`config.mk`:
```
export PLATFORM = sky130hd
export DESIGN_NAME = multi_cycle_control
export DESIGN_NICKNAME = d
export VERILOG_FILES = /design/src/rtl/riscv_ctrl_pkg.sv /design/src/rtl/mem_wait_timer.sv /design/src/rtl/multi_cycle_control.sv
export SDC_FILE = /design/constraint.sdc
export NUM_CORES = 1
export LEC_CHECK = 0
export ABC_CLOCK_PERIOD_IN_PS = 4800
export CAP_MARGIN = 20
export CORE_UTILIZATION = 60
export CTS_BUF_LIST = sky130_fd_sc_hd__clkbuf_16
export DETAILED_ROUTE_END_ITERATION = 16
export DONT_BUFFER_PORTS = 1
export MAX_ROUTING_LAYER = met4
export PLACE_DENSITY = 0.85
export SLEW_MARGIN = 20
export SYNTH_ARGS = -nofsm -noshare
export SYNTH_HDL_FRONTEND = slang
export SYNTH_SLANG_ARGS = --single-unit
```
`constraint.sdc`:
```
create_clock -name clk -period 4.8 [get_ports clk]
set_input_delay 0.48 -clock clk [delete_from_list [all_inputs] [get_ports clk]]
set_output_delay 0.48 -clock clk [all_outputs]
set_load 0.05 [all_outputs]
```
`src/rtl/riscv_ctrl_pkg.sv`:
```
// riscv_ctrl_pkg: shared opcodes, state encoding, ALU/select codes and trap causes
package riscv_ctrl_pkg;
  typedef enum logic [3:0] {
    S_FETCH, S_DECODE, S_EXEC_R, S_EXEC_I, S_EXEC_ADDR, S_EXEC_BRANCH,
    S_EXEC_LUI, S_MEM_RD, S_MEM_WR, S_WB_ALU, S_WB_MEM, S_TRAP
  } state_t;
  localparam logic [6:0] OP_R      = 7'b0110011;
  localparam logic [6:0] OP_I      = 7'b0010011;
  localparam logic [6:0] OP_LOAD   = 7'b0000011;
  localparam logic [6:0] OP_STORE  = 7'b0100011;
  localparam logic [6:0] OP_BRANCH = 7'b1100011;
  localparam logic [6:0] OP_LUI    = 7'b0110111;
  localparam logic [2:0] ALU_FUNC = 3'b000;
  localparam logic [2:0] ALU_CMP  = 3'b001;
  localparam logic [2:0] ALU_PASS = 3'b010;
  localparam logic [2:0] ALU_ADD  = 3'b011;
  localparam logic [1:0] SRC_A_PC   = 2'b00;
  localparam logic [1:0] SRC_A_RS1  = 2'b01;
  localparam logic [1:0] SRC_A_ZERO = 2'b10;
  localparam logic [1:0] SRC_B_RS2  = 2'b00;
  localparam logic [1:0] SRC_B_FOUR = 2'b01;
  localparam logic [1:0] SRC_B_IMM  = 2'b10;
  localparam logic [1:0] CAUSE_NONE    = 2'b00;
  localparam logic [1:0] CAUSE_ILLEGAL = 2'b01;
  localparam logic [1:0] CAUSE_TIMEOUT = 2'b10;
  function automatic state_t dispatch(input logic [6:0] op);
    return op == OP_R ? S_EXEC_R :
           op == OP_I ? S_EXEC_I :
           (op == OP_LOAD || op == OP_STORE) ? S_EXEC_ADDR :
           op == OP_BRANCH ? S_EXEC_BRANCH :
           op == OP_LUI ? S_EXEC_LUI : S_TRAP;
  endfunction
endpackage

```
`src/rtl/mem_wait_timer.sv`:
```
// mem_wait_timer: counts unacknowledged memory request cycles and flags timeout
module mem_wait_timer #(
  parameter int WAIT_LIMIT = 16
) (
  input  logic clk,
  input  logic reset,
  input  logic clear,
  input  logic waiting,
  output logic expired
);
  localparam int W = $clog2(WAIT_LIMIT + 1);
  logic [W-1:0] cnt;
  // restart on every state change, otherwise count each waiting cycle
  always_ff @(posedge clk or posedge reset)
    if (reset) cnt <= '0;
    else cnt <= clear ? '0 : waiting ? cnt + 1'b1 : cnt;
  assign expired = waiting && cnt == W'(WAIT_LIMIT - 1);
endmodule

```
`src/rtl/multi_cycle_control.sv`:
```
// multi_cycle_control: multi-cycle RISC-V control FSM with memory handshake and trap
module multi_cycle_control
  import riscv_ctrl_pkg::*;
#(
  parameter int WAIT_LIMIT = 16
) (
  input  logic       clk,
  input  logic       reset,
  input  logic [6:0] OP_i,
  input  logic       Zero_i,
  input  logic       Mem_Ready_i,
  output logic       PC_Write_o,
  output logic       PC_Write_Cond_o,
  output logic       PC_Src_o,
  output logic       I_or_D_o,
  output logic       IR_Write_o,
  output logic       Mem_Read_o,
  output logic       Mem_Write_o,
  output logic       Mem_to_Reg_o,
  output logic       Reg_Write_o,
  output logic [1:0] ALU_Src_A_o,
  output logic [1:0] ALU_Src_B_o,
  output logic [2:0] ALU_Op_o,
  output logic       Retire_o,
  output logic       Trap_o,
  output logic [1:0] Trap_Cause_o
);
  state_t state, next_state;
  logic run, ack, waiting, expired;
  logic [1:0] cause;
  assign ack = run && Mem_Ready_i;
  assign waiting = run && !Mem_Ready_i &&
                   (state == S_FETCH || state == S_MEM_RD || state == S_MEM_WR);
  assign Trap_o = state == S_TRAP;
  assign Trap_Cause_o = cause;
  mem_wait_timer #(.WAIT_LIMIT(WAIT_LIMIT)) u_timer (
    .clk(clk),
    .reset(reset),
    .clear(next_state != state),
    .waiting(waiting),
    .expired(expired)
  );
  // run holds strobes off until the first edge after reset is released
  always_ff @(posedge clk or posedge reset)
    if (reset) run <= 1'b0;
    else run <= 1'b1;
  // state register
  always_ff @(posedge clk or posedge reset)
    if (reset) state <= S_FETCH;
    else state <= next_state;
  // latch the reason on entry to TRAP and hold it until reset
  always_ff @(posedge clk or posedge reset)
    if (reset) cause <= CAUSE_NONE;
    else if (next_state == S_TRAP && state != S_TRAP)
      cause <= expired ? CAUSE_TIMEOUT : CAUSE_ILLEGAL;
  // next-state and output decode
  always_comb begin
    next_state = state;
    PC_Write_o = 1'b0;
    PC_Write_Cond_o = 1'b0;
    PC_Src_o = 1'b0;
    I_or_D_o = 1'b0;
    IR_Write_o = 1'b0;
    Mem_Read_o = 1'b0;
    Mem_Write_o = 1'b0;
    Mem_to_Reg_o = 1'b0;
    Reg_Write_o = 1'b0;
    ALU_Src_A_o = SRC_A_PC;
    ALU_Src_B_o = SRC_B_RS2;
    ALU_Op_o = ALU_FUNC;
    Retire_o = 1'b0;
    case (state)
      S_FETCH: begin
        Mem_Read_o = 1'b1;
        ALU_Src_B_o = SRC_B_FOUR;
        ALU_Op_o = ALU_ADD;
        IR_Write_o = ack;
        PC_Write_o = ack;
        next_state = ack ? S_DECODE : S_FETCH;
      end
      S_DECODE: begin
        ALU_Src_B_o = SRC_B_IMM;
        ALU_Op_o = ALU_ADD;
        next_state = dispatch(OP_i);
      end
      S_EXEC_R: begin
        ALU_Src_A_o = SRC_A_RS1;
        next_state = S_WB_ALU;
      end
      S_EXEC_I: begin
        ALU_Src_A_o = SRC_A_RS1;
        ALU_Src_B_o = SRC_B_IMM;
        next_state = S_WB_ALU;
      end
      S_EXEC_LUI: begin
        ALU_Src_A_o = SRC_A_ZERO;
        ALU_Src_B_o = SRC_B_IMM;
        ALU_Op_o = ALU_PASS;
        next_state = S_WB_ALU;
      end
      S_EXEC_ADDR: begin
        ALU_Src_A_o = SRC_A_RS1;
        ALU_Src_B_o = SRC_B_IMM;
        ALU_Op_o = ALU_ADD;
        next_state = OP_i == OP_LOAD ? S_MEM_RD : S_MEM_WR;
      end
      S_EXEC_BRANCH: begin
        ALU_Src_A_o = SRC_A_RS1;
        ALU_Op_o = ALU_CMP;
        PC_Write_Cond_o = 1'b1;
        PC_Src_o = 1'b1;
        Retire_o = 1'b1;
        next_state = S_FETCH;
      end
      S_MEM_RD: begin
        Mem_Read_o = 1'b1;
        I_or_D_o = 1'b1;
        next_state = ack ? S_WB_MEM : S_MEM_RD;
      end
      S_MEM_WR: begin
        Mem_Write_o = 1'b1;
        I_or_D_o = 1'b1;
        Retire_o = ack;
        next_state = ack ? S_FETCH : S_MEM_WR;
      end
      S_WB_ALU: begin
        Reg_Write_o = 1'b1;
        Retire_o = 1'b1;
        next_state = S_FETCH;
      end
      S_WB_MEM: begin
        Reg_Write_o = 1'b1;
        Mem_to_Reg_o = 1'b1;
        Retire_o = 1'b1;
        next_state = S_FETCH;
      end
      default: next_state = S_TRAP;
    endcase
    if (expired) next_state = S_TRAP;
    if (!run) begin
      {PC_Write_o, PC_Write_Cond_o, IR_Write_o, Mem_Read_o, Mem_Write_o} = '0;
      {Reg_Write_o, Retire_o} = '0;
    end
  end
endmodule

```
==> run summary <==
For the area of the mapped netlist, the log shows 1120 um2. The tools report the iteration-0 DRC count of the detailed router as 39. The tree built by TritonCTS fans out to 12 sinks.

The number of pins exceeding their max-slew limit in the final report came out at 0. The run gives 0.533 nW as the leakage power figure. The run gives 0 as the count of inserted antenna diode cells. Leaving out fill and tap cells, the most frequent cells in the layout are sky130_fd_sc_hd__dfrtp_1 (12), sky130_fd_sc_hd__nor2_1 (12), sky130_fd_sc_hd__nand2_1 (11). The weighted congestion at the end of routability-driven global placement came out at 0.792. TritonCTS built the clock tree. The tools report the number of nets produced by synthesis as 151. The worst setup path is captured at an output port.

Clock latency on the worst-skew pair: 0.24 ns. By area, the combinational part of the netlist is dominated by simple AND/OR/NAND/NOR gates. The portion of synthesized cell area occupied by the leading cell type works out to 0.269. The floorplan step set the die width to 45.1 um.

The complex-gate fraction of the synthesized area was 0.214. The total congestion overflow came out at 0. For this run, the number of Yosys warnings is 0. In this run the mean area of a mapped cell was 8.09 um2. The logs give 0.269 for the share of synthesized area occupied by flip-flops and latches and 1,035 for the via count.

VDD sags by at most 0.000453 V. Relative to the synthesized area, the layout overhead comes to 8.41%. The count of nets after finishing is 149. The switching part of the total power was 0.540.

The multiplexer share of the synthesized area was 0.0179. In this run the power density over the cells is 620 nW/um2. The tools report the number of rows in the core area as 15. The critical path class was flip-flop to output port. Using the TritonRoute via totals, the vias-per-cell ratio works out to 6.47.

The fraction of the cycle the final worst path needs is 0.649. Among all flip-flop cells after synthesis, the most frequent one is sky130_fd_sc_hd__dfrtp_1. For the clock share of power, the log shows 0.200. The tools report the total number of H-tree levels as 1. The tools report the kind of launch point of the worst setup path as a flip-flop.

The total routing usage reported by global routing was 0.260. The synthesized design spends more area on one cell type than any other, namely sky130_fd_sc_hd__dfrtp_1. The logs give 31 for the I/O pin count and 0.293 for the worst max-slew margin expressed relative to the limit. The simple-gate portion of the synthesized area was 0.355. After clock tree synthesis, the clock-pin slew on the worst setup and hold paths is 0.04 ns.

Wires add up to 2620 um. In this run, synthesis produced a sequential element count of 12. After layout, the minimum clock period comes to 3.11 ns.

The number of enable flip-flop cells after synthesis came out at 0. In the routed design, unresolved DRC markers number 0. Synthesis handed over a netlist of 138 instances.

The run finished with clean final reports. The net load switching power is 405 uW. The transition time of the tightest slew-check pin is 1.06 ns, and the share of cells above drive strength 1 is 0.126.

The arithmetic-cell share of the synthesized area counting full adders, half adders and majority gates is 0.0224. The upper clock frequency limit was 321 MHz; the chip height was 45.1 um. The library cell used as clock root buffer was sky130_fd_sc_hd__clkbuf_16. The synthesized-area fraction occupied by xor and xnor cells works out to 0.0392. After synthesis, the cell types taking the most area are sky130_fd_sc_hd__dfrtp_1 (27%), sky130_fd_sc_hd__nor2_1 (4.0%), sky130_fd_sc_hd__nand2_1 (3.7%). The total of buffers placed on input and output ports came out at 0. Entering global routing, the biggest net connects 23 pins.

The clock passes through at most 2 buffers. The logs give 0 for the number of hold violations in the final report and 826 for the via count of the first global-routing pass. The run gives 2.63 ns as the data arrival time of the worst path.

The proportion of power drawn by flip-flops and latches came out at 0.240. Setup violations remaining at the end of the flow were counted as 0. The effective utilization at floorplan is 0.646, and the share of total power in combinational logic is 0.560. The tools report the quantity of gates resized following cts as 0. The first-pass detailed-route iteration total is 4. The logs give 1860 um for the detailed placer's ending HPWL and 0 ns for the aggregate negative setup slack. The tool flagged a number of max-cap violations equal to 0.

Counting the fill cells in the layout gives 132. TritonCTS created 3 clock buffers. The floorplan step defined a die boundary enclosing 2040 um2. The largest fanout on the critical path works out to 22. The proportion of synthesized flip-flops having asynchronous set or reset works out to 1.00.

The run gives 0 as the number of antenna violations at the first check in global routing. The core region is 1730 um2. Setup repair after global routing left no endpoint under its margin. The total area of multi-input combinational cells came out at 743 um2. The sequential cell area was 300 um2. In this run the remaining antenna-violating nets after routing total 0. At the worst endpoint, the required time is 4.32 ns. For the unique cell type count in the Yosys netlist, the log shows 50. Between clock sinks in the finished design, the worst skew comes to 0.00314 ns. In the final routed layout, each cell accounts on average for 16.3 um. Fraction of the core area covered by cells at the end of the flow: 0.701. Worst min-delay path category: input pin to async pin. For the internal power, the log shows 345 uW. The setup fix buffers added after clock tree synthesis is 0, and the first-pass GRT wire length is 3590 um.

The tools report the hold buffer count at cts as 0.
[power by group through the flow]
stage | logic, mW | registers [mW] | clock network (mW)
floorplan | 0.405 | 0.126 | 0
global placement | 0.396 | 0.174 | 0
detailed placement | 0.410 | 0.177 | 0
CTS | 0.417 | 0.177 | 0.153
global route | 0.444 | 0.185 | 0.157
finish | 0.420 | 0.180 | 0.150
[cell families (layout without fill, tap and decap cells)]
group	count (synthesis)	after routing
AOI/OAI and AO/OA	32	32
xor gates and xnor gates	5	5
adders and majority gates	2	2
buffers and inverters	17	14
DFF	12	12
muxes	2	2
other	2	2
and+or+nand+nor	66	66
[worst paths after layout]
kind	from	endpoint	slack (ns)	cells past startpoint
min in group clk	Mem_Ready_i	state[2]	0.59	3
hold / removal	reset	u_timer.cnt[1]	0.13	1
setup reg to reg	state[3]	u_timer.cnt[1]	2.18	6
max in group asynchronous	reset	state[0]	4.37	1
hold reg to reg	u_timer.cnt[3]	u_timer.cnt[3]	0.59	2
setup / recovery	state[2]	PC_Write_Cond_o	1.69	3
[flip-flops by register name, summed over array words and instances (netlist names)]
| name | cells |
|---|---|
| u_timer.cnt | 5 |
| state | 4 |
| Trap_Cause_o | 2 |
| run | 1 |
[layout make-up]
cell class	count	area share
Multi-Input combinational cell	109	0.614
Sequential cell	12	0.248
Clock buffer	3	0.0620
Timing Repair Buffer	4	0.0279
Tap cell	25	0.0259
Inverter	6	0.0186
Clock inverter	1	0.00310
[Yosys cell counts (2+ instances only)]
cell type and n:
sky130_fd_sc_hd__nor2_1 12, sky130_fd_sc_hd__a31oi_1 4, sky130_fd_sc_hd__nand4_1 2, sky130_fd_sc_hd__a21o_1 2, sky130_fd_sc_hd__or3_1 3, sky130_fd_sc_hd__dfrtp_1 12
sky130_fd_sc_hd__nand3_1 2, sky130_fd_sc_hd__buf_2 4, sky130_fd_sc_hd__buf_4 2, sky130_fd_sc_hd__a21oi_1 5, sky130_fd_sc_hd__and3b_1 2, sky130_fd_sc_hd__nand2_1 11
sky130_fd_sc_hd__nor4_1 2, sky130_fd_sc_hd__mux2i_1 2, sky130_fd_sc_hd__xnor2_1 3, sky130_fd_sc_hd__nand2b_1 6, sky130_fd_sc_hd__ha_1 2, sky130_fd_sc_hd__xor2_1 2
sky130_fd_sc_hd__a211oi_1 5, sky130_fd_sc_hd__conb_1 2, sky130_fd_sc_hd__o21a_1 2, sky130_fd_sc_hd__clkbuf_1 2, sky130_fd_sc_hd__or4_1 2, sky130_fd_sc_hd__and2_1 2
sky130_fd_sc_hd__inv_1 6, sky130_fd_sc_hd__buf_1 2, sky130_fd_sc_hd__nor3_1 8, sky130_fd_sc_hd__o21ai_0 4, sky130_fd_sc_hd__nor2b_1 4
[per-stage QoR]
step	hold WS, ns	total power, mW	instance area, um2	worst slack [ns]	instances
floorplan	0.345	0.532	1120	1.47	138
global placement	0.383	0.570	1130	1.99	156
detailed placement	0.389	0.587	1130	1.96	156
CTS	0.134	0.747	1210	1.69	160
global route	0.172	0.786	1210	1.53	160
finish	0.126	0.750	1210	1.69	160
[layer usage]
layer,GRT usage,wire [um],vias up
li1,-,-,490
met3,0.0480,197,6
met4,0.121,40,0
met1,0.320,1080,484
met5,-,0,-
met2,0.412,1300,55
[critical path, cell delays in order, from the launching register on]
cell and delay [ns]:
sky130_fd_sc_hd__dfrtp_1 0.78, sky130_fd_sc_hd__nand2b_1 0.29, sky130_fd_sc_hd__nor2_1 0.77, sky130_fd_sc_hd__and2_1 0.55
No activity file was read; power rests on OpenSTA's default activity.
